$ cat src/rtl/exec_pkg.sv
// Shared types for the run/halt/single-step controller.
package exec_pkg;

  typedef enum logic [2:0] {
    IDLE,
    RUN,
    STEP,
    DRAIN,
    HALTED
  } exec_state_t;

  localparam logic [1:0] CAUSE_NONE = 2'd0;
  localparam logic [1:0] CAUSE_STOP = 2'd1;
  localparam logic [1:0] CAUSE_BRK  = 2'd2;
  localparam logic [1:0] CAUSE_HALT = 2'd3;

  // Cause codes are numerically ordered by priority, so max() resolves conflicts.
  function automatic logic [1:0] req_cause(input logic halt, input logic brk, input logic stop);
    if (halt)      return CAUSE_HALT;
    else if (brk)  return CAUSE_BRK;
    else if (stop) return CAUSE_STOP;
    else           return CAUSE_NONE;
  endfunction

endpackage

$ cat src/rtl/wrap_counter.sv
// Free-running unsigned counter that wraps modulo 2^W; cleared only by reset.
module wrap_counter #(
  parameter int W = 32
) (
  input  logic         clk,
  input  logic         reset,
  input  logic         inc,
  output logic [W-1:0] count
);

  always_ff @(posedge clk or posedge reset) begin
    if (reset)    count <= '0;
    else if (inc) count <= count + 1'b1;
  end

endmodule

$ cat src/rtl/exec_controller.sv
// Run/halt/single-step control for the five-phase sequencer; stops land on an
// instruction boundary with the sequencer parked at IF.
module exec_controller
  import exec_pkg::*;
#(
  parameter int CNT_W = 32
) (
  input  logic             clk,
  input  logic             reset,
  input  logic             start,
  input  logic             step,
  input  logic             stop,
  input  logic             brk_hit,
  input  logic             halt_req,
  input  logic             phase_last,
  output logic             seq_enable,
  output logic             running,
  output logic             halted,
  output logic [1:0]       stop_cause,
  output logic [CNT_W-1:0] cycle_count,
  output logic [CNT_W-1:0] instr_count
);

  exec_state_t state;
  logic        bnd;
  logic [1:0]  req;
  logic [1:0]  drain_cause;

  assign seq_enable = (state == RUN) || (state == STEP) || (state == DRAIN);
  assign running    = seq_enable;
  assign halted     = (state == HALTED);
  assign bnd        = seq_enable & phase_last;

  assign req         = req_cause(halt_req, brk_hit, stop);
  // A pending stop can only be promoted to a higher-priority cause, never demoted.
  assign drain_cause = (req > stop_cause) ? req : stop_cause;

  always_ff @(posedge clk or posedge reset) begin
    if (reset) begin
      state      <= IDLE;
      stop_cause <= CAUSE_NONE;
    end else begin
      case (state)
        IDLE: begin
          if (start) begin
            state      <= RUN;
            stop_cause <= CAUSE_NONE;
          end else if (step) begin
            state      <= STEP;
            stop_cause <= CAUSE_NONE;
          end
        end
        RUN: begin
          if (req != CAUSE_NONE) begin
            stop_cause <= req;
            if (bnd) state <= (req == CAUSE_HALT) ? HALTED : IDLE;
            else     state <= DRAIN;
          end
        end
        DRAIN: begin
          stop_cause <= drain_cause;
          if (bnd) state <= (drain_cause == CAUSE_HALT) ? HALTED : IDLE;
        end
        STEP: begin
          // Only HALT is meaningful while stepping; stop/breakpoint are ignored.
          if (halt_req) stop_cause <= CAUSE_HALT;
          if (bnd) state <= (halt_req || stop_cause == CAUSE_HALT) ? HALTED : IDLE;
        end
        HALTED:  state <= HALTED;
        default: state <= IDLE;
      endcase
    end
  end

  wrap_counter #(.W(CNT_W)) u_cycle_cnt (
    .clk   (clk),
    .reset (reset),
    .inc   (seq_enable),
    .count (cycle_count)
  );

  wrap_counter #(.W(CNT_W)) u_instr_cnt (
    .clk   (clk),
    .reset (reset),
    .inc   (bnd),
    .count (instr_count)
  );

endmodule

$ cat config.mk
export PLATFORM = sky130hd
export DESIGN_NAME = exec_controller
export DESIGN_NICKNAME = d
export VERILOG_FILES = /design/src/rtl/exec_pkg.sv /design/src/rtl/wrap_counter.sv /design/src/rtl/exec_controller.sv
export SDC_FILE = /design/constraint.sdc
export NUM_CORES = 1
export LEC_CHECK = 0
export CAP_MARGIN = 20
export CELL_PAD_IN_SITES_DETAIL_PLACEMENT = 1
export CELL_PAD_IN_SITES_GLOBAL_PLACEMENT = 2
export CORE_MARGIN = 4
export CORE_UTILIZATION = 32
export DETAILED_ROUTE_END_ITERATION = 10
export PLACE_DENSITY = 0.9
export SYNTH_ARGS = -nofsm -noshare
export SYNTH_HDL_FRONTEND = slang
export SYNTH_SLANG_ARGS = --single-unit
$ cat constraint.sdc
create_clock -name clk -period 2.76 [get_ports clk]
set_input_delay 0.276 -clock clk [delete_from_list [all_inputs] [get_ports clk]]
set_output_delay 0.276 -clock clk [all_outputs]
set_load 0.05 [all_outputs]
==> impl_metrics.env, run 1 <==
export IMPL_status="completed"
export IMPL_num_fill_cells=1087
export IMPL_postSynthCellCount=306
export IMPL_tns_ns=0
export IMPL_netlist_area_um2=3320
export IMPL_cts_max_level=3
export IMPL_dieArea_um2=12100
export IMPL_fmax_ghz=0.413
export IMPL_diodes=0
export IMPL_dpl_hpwl_um=6050
export IMPL_hp_class="in2async"
export IMPL_rsz0062_at_grt="false"
export IMPL_drtIter0Drc=35
export IMPL_p_leak_nw=1.94
export IMPL_antenna_found_initial=0
export IMPL_clk_path_buf_depth=2
export IMPL_synthToLayoutAreaGrowth_pct=35.0
export IMPL_clock_latency_ns=0.34
export IMPL_fin_hold_ws_ns=0.289
export IMPL_cp_required_ns=2.48
export IMPL_overflow=0
export IMPL_synth_yosys_warnings=0
export IMPL_synthesis_nets=319
export IMPL_wire_per_inst_um=15.2
export IMPL_fin_skew_ns=0.0120
export IMPL_peakVddDrop_mv=0.693
export IMPL_cts_sinks=69
export IMPL_synth_top_cell_area_share=0.520
export IMPL_layout_common_cells="76 x clkdlybuf4s50_1, 69 x dfrtp_1, 46 x xnor2_1"
export IMPL_synth_seq_cells=69
export IMPL_postSynth_asyncResetShare=1.00
export IMPL_fin_crit_ns=2.42
export IMPL_endpoint_kind="output port"
export IMPL_crit_type="reg2out"
export IMPL_ant_nets=0
export IMPL_drv_slew=0
export IMPL_dieHeight_um=110
export IMPL_drt_total_wl_um=8060
export IMPL_rr_startpoint="state[1]"
export IMPL_cts_hold_fix_buffers=0
export IMPL_synth_top_area_cell="dfrtp_1"
export IMPL_placedCellCount=515
export IMPL_drtPass1Iterations=4
export IMPL_finalSetupViolCount=0
export IMPL_core_area_um2=9950
export IMPL_synth_distinct_cells=44
export IMPL_clk_pin_slew_worst_paths_ns=0.08
export IMPL_postCtsResizedCells=0
export IMPL_drive_gt1_frac=0.101
export IMPL_placed_cell_area_um2=4260
export IMPL_gp_congestion=0.795
export IMPL_vias=2568
export IMPL_final_common_cell="clkdlybuf4s50_1"
export IMPL_finalHoldViolCount=0
export IMPL_worstPathArrival_ns=2.14
export IMPL_ys_seq_area_frac=0.520
export IMPL_drc=0
export IMPL_final_nets=406
export IMPL_io_pins=77
export IMPL_post_cts_buffers=0
export IMPL_critPathLaunch="state[1]"
export IMPL_avgSynthCellArea_um2=10.9
export IMPL_cap_viol_max_count=0
export IMPL_fin_crit_sh=0.876
export IMPL_grt_pass1_vias=2737
export IMPL_port_buffers=76
export IMPL_dieWidth_um=110
export IMPL_fin_cells=531
export IMPL_fin_area_um2=4490
export IMPL_critPathLaunchType="register"
export IMPL_ys_top_cells_by_area="dfrtp_1 52%, xnor2_1 12%, xor2_1 4.2%"
export IMPL_grt_total_usage=0.146
export IMPL_synth_edf_count=0
export IMPL_grt_max_degree=27
export IMPL_path_max_fanout=14
export IMPL_tightestPinTransition_ns=0.528
export IMPL_p_total_mw=3.48
export IMPL_core_rowCount=36
export IMPL_cts_buffers=9
export IMPL_synth_ff_type="dfrtp_1"
export IMPL_grt_pass1_wl_um=13800
export IMPL_cts_tree="built"
export IMPL_slew_limit_headroom=0.645
export IMPL_vias_per_cell=4.84
export IMPL_cts_root_buf="clkbuf_8"
export IMPL_powerDensity_nw_per_um2=775
export IMPL_start_util=0.334
-- cells in the mapped netlist, drive strengths merged, types with 3 or more instances --
library cell  number
and3               9
nor2              18
xnor2             46
inv               10
a21oi              7
nand4             14
nor2b              3
nor4               3
buf                6
ha                 5
nor3               8
nand2             28
xor2              16
o21ai              6
nand3             27
or3                3
and4              10
dfrtp             69
-- worst max-delay path: stages (launching register included) --
cell and delay [ns]:
dfrtp_1 0.65, o21bai_2 0.11, inv_1 0.20, clkdlybuf4s50_1 0.85
-- power breakdown --
part           internal [mW]  leakage (nW)  switching (mW)
registers               1.13         0.933           0.188
logic                  0.459         0.905           0.779
clock network          0.512         0.106           0.411
total                   2.10          1.94            1.38
-- state kept, by name, summed over array words and instances (netlist names) --
signal,cells
state,3
stop_cause,2
u_cycle_cnt.count,32
u_instr_cnt.count,32
-- cell families after synthesis --
group                    after synthesis  synth area share
adder cells (fa/ha/maj)                5            0.0188
XOR/XNOR                              62             0.163
buffers and inverters                 18            0.0249
flip-flops                            69             0.520
multiplexers                           3           0.00942
AND/OR/NAND/NOR                      129             0.224
AO/OA/AOI/OAI                         20            0.0395
-- worst paths after layout --
| path | depth (start not counted) | slack (ns) | endpoint |
|---|---|---|---|
| worst max-delay path | 3 | 0.34 | seq_enable |
| worst min-delay path | 2 | 0.29 | u_instr_cnt.count[23] |
| max in group asynchronous | 3 | 1.76 | u_instr_cnt.count[1] |
| min in group clk | 1 | 0.48 | u_instr_cnt.count[31] |
| worst min register to register | 1 | 0.48 | u_instr_cnt.count[31] |
| worst max register to register | 6 | 0.66 | u_instr_cnt.count[13] |
-- layout make-up --
type                            count  area (um^2)  area share
Tap cell                          133          166      0.0371
Inverter                           10         37.5     0.00837
Clock inverter                      7         97.6      0.0218
Timing Repair Buffer               84          821       0.183
Clock buffer                        9          124      0.0276
Multi-Input combinational cell    219         1510       0.337
Sequential cell                    69         1730       0.385
-- layer usage --
| metal | vias to the layer above | share of wire | track usage |
|---|---|---|---|
| met5 | - | 0 | 0 |
| met4 | 0 | 0.017 | 0.0588 |
| met3 | 11 | 0.031 | 0.0282 |
| met2 | 42 | 0.49 | 0.232 |
| met1 | 1281 | 0.46 | 0.194 |
| li1 | 1234 | - | - |
-- stage by stage --
stage,worst slack [ns],util
3_3_place_gp,0.464,0.428
5_1_grt,0.168,0.451
6_report,0.342,0.451
4_1_cts,0.311,0.451
2_1_floorplan,0.666,-
3_5_place_dp,0.360,0.428
(Power assumes the default switching activity.)
==> run 2: changes to the inputs <==
--- a/config.mk
+++ b/config.mk
@@ -15,3 +15,4 @@
 export SYNTH_ARGS = -nofsm -noshare
 export SYNTH_HDL_FRONTEND = slang
 export SYNTH_SLANG_ARGS = --single-unit
+export TNS_END_PERCENT = 100
==> results of run 2 <==
The final DEF is identical to that of run 1; final timing and power are the same.
==> run 3: changes to the inputs <==
--- a/config.mk
+++ b/config.mk
@@ -12,6 +12,7 @@
 export CORE_UTILIZATION = 32
 export DETAILED_ROUTE_END_ITERATION = 10
 export PLACE_DENSITY = 0.9
+export SLEW_MARGIN = 10
 export SYNTH_ARGS = -nofsm -noshare
 export SYNTH_HDL_FRONTEND = slang
 export SYNTH_SLANG_ARGS = --single-unit
==> results of run 3 <==
The final DEF is identical to that of run 1; final timing and power are the same.
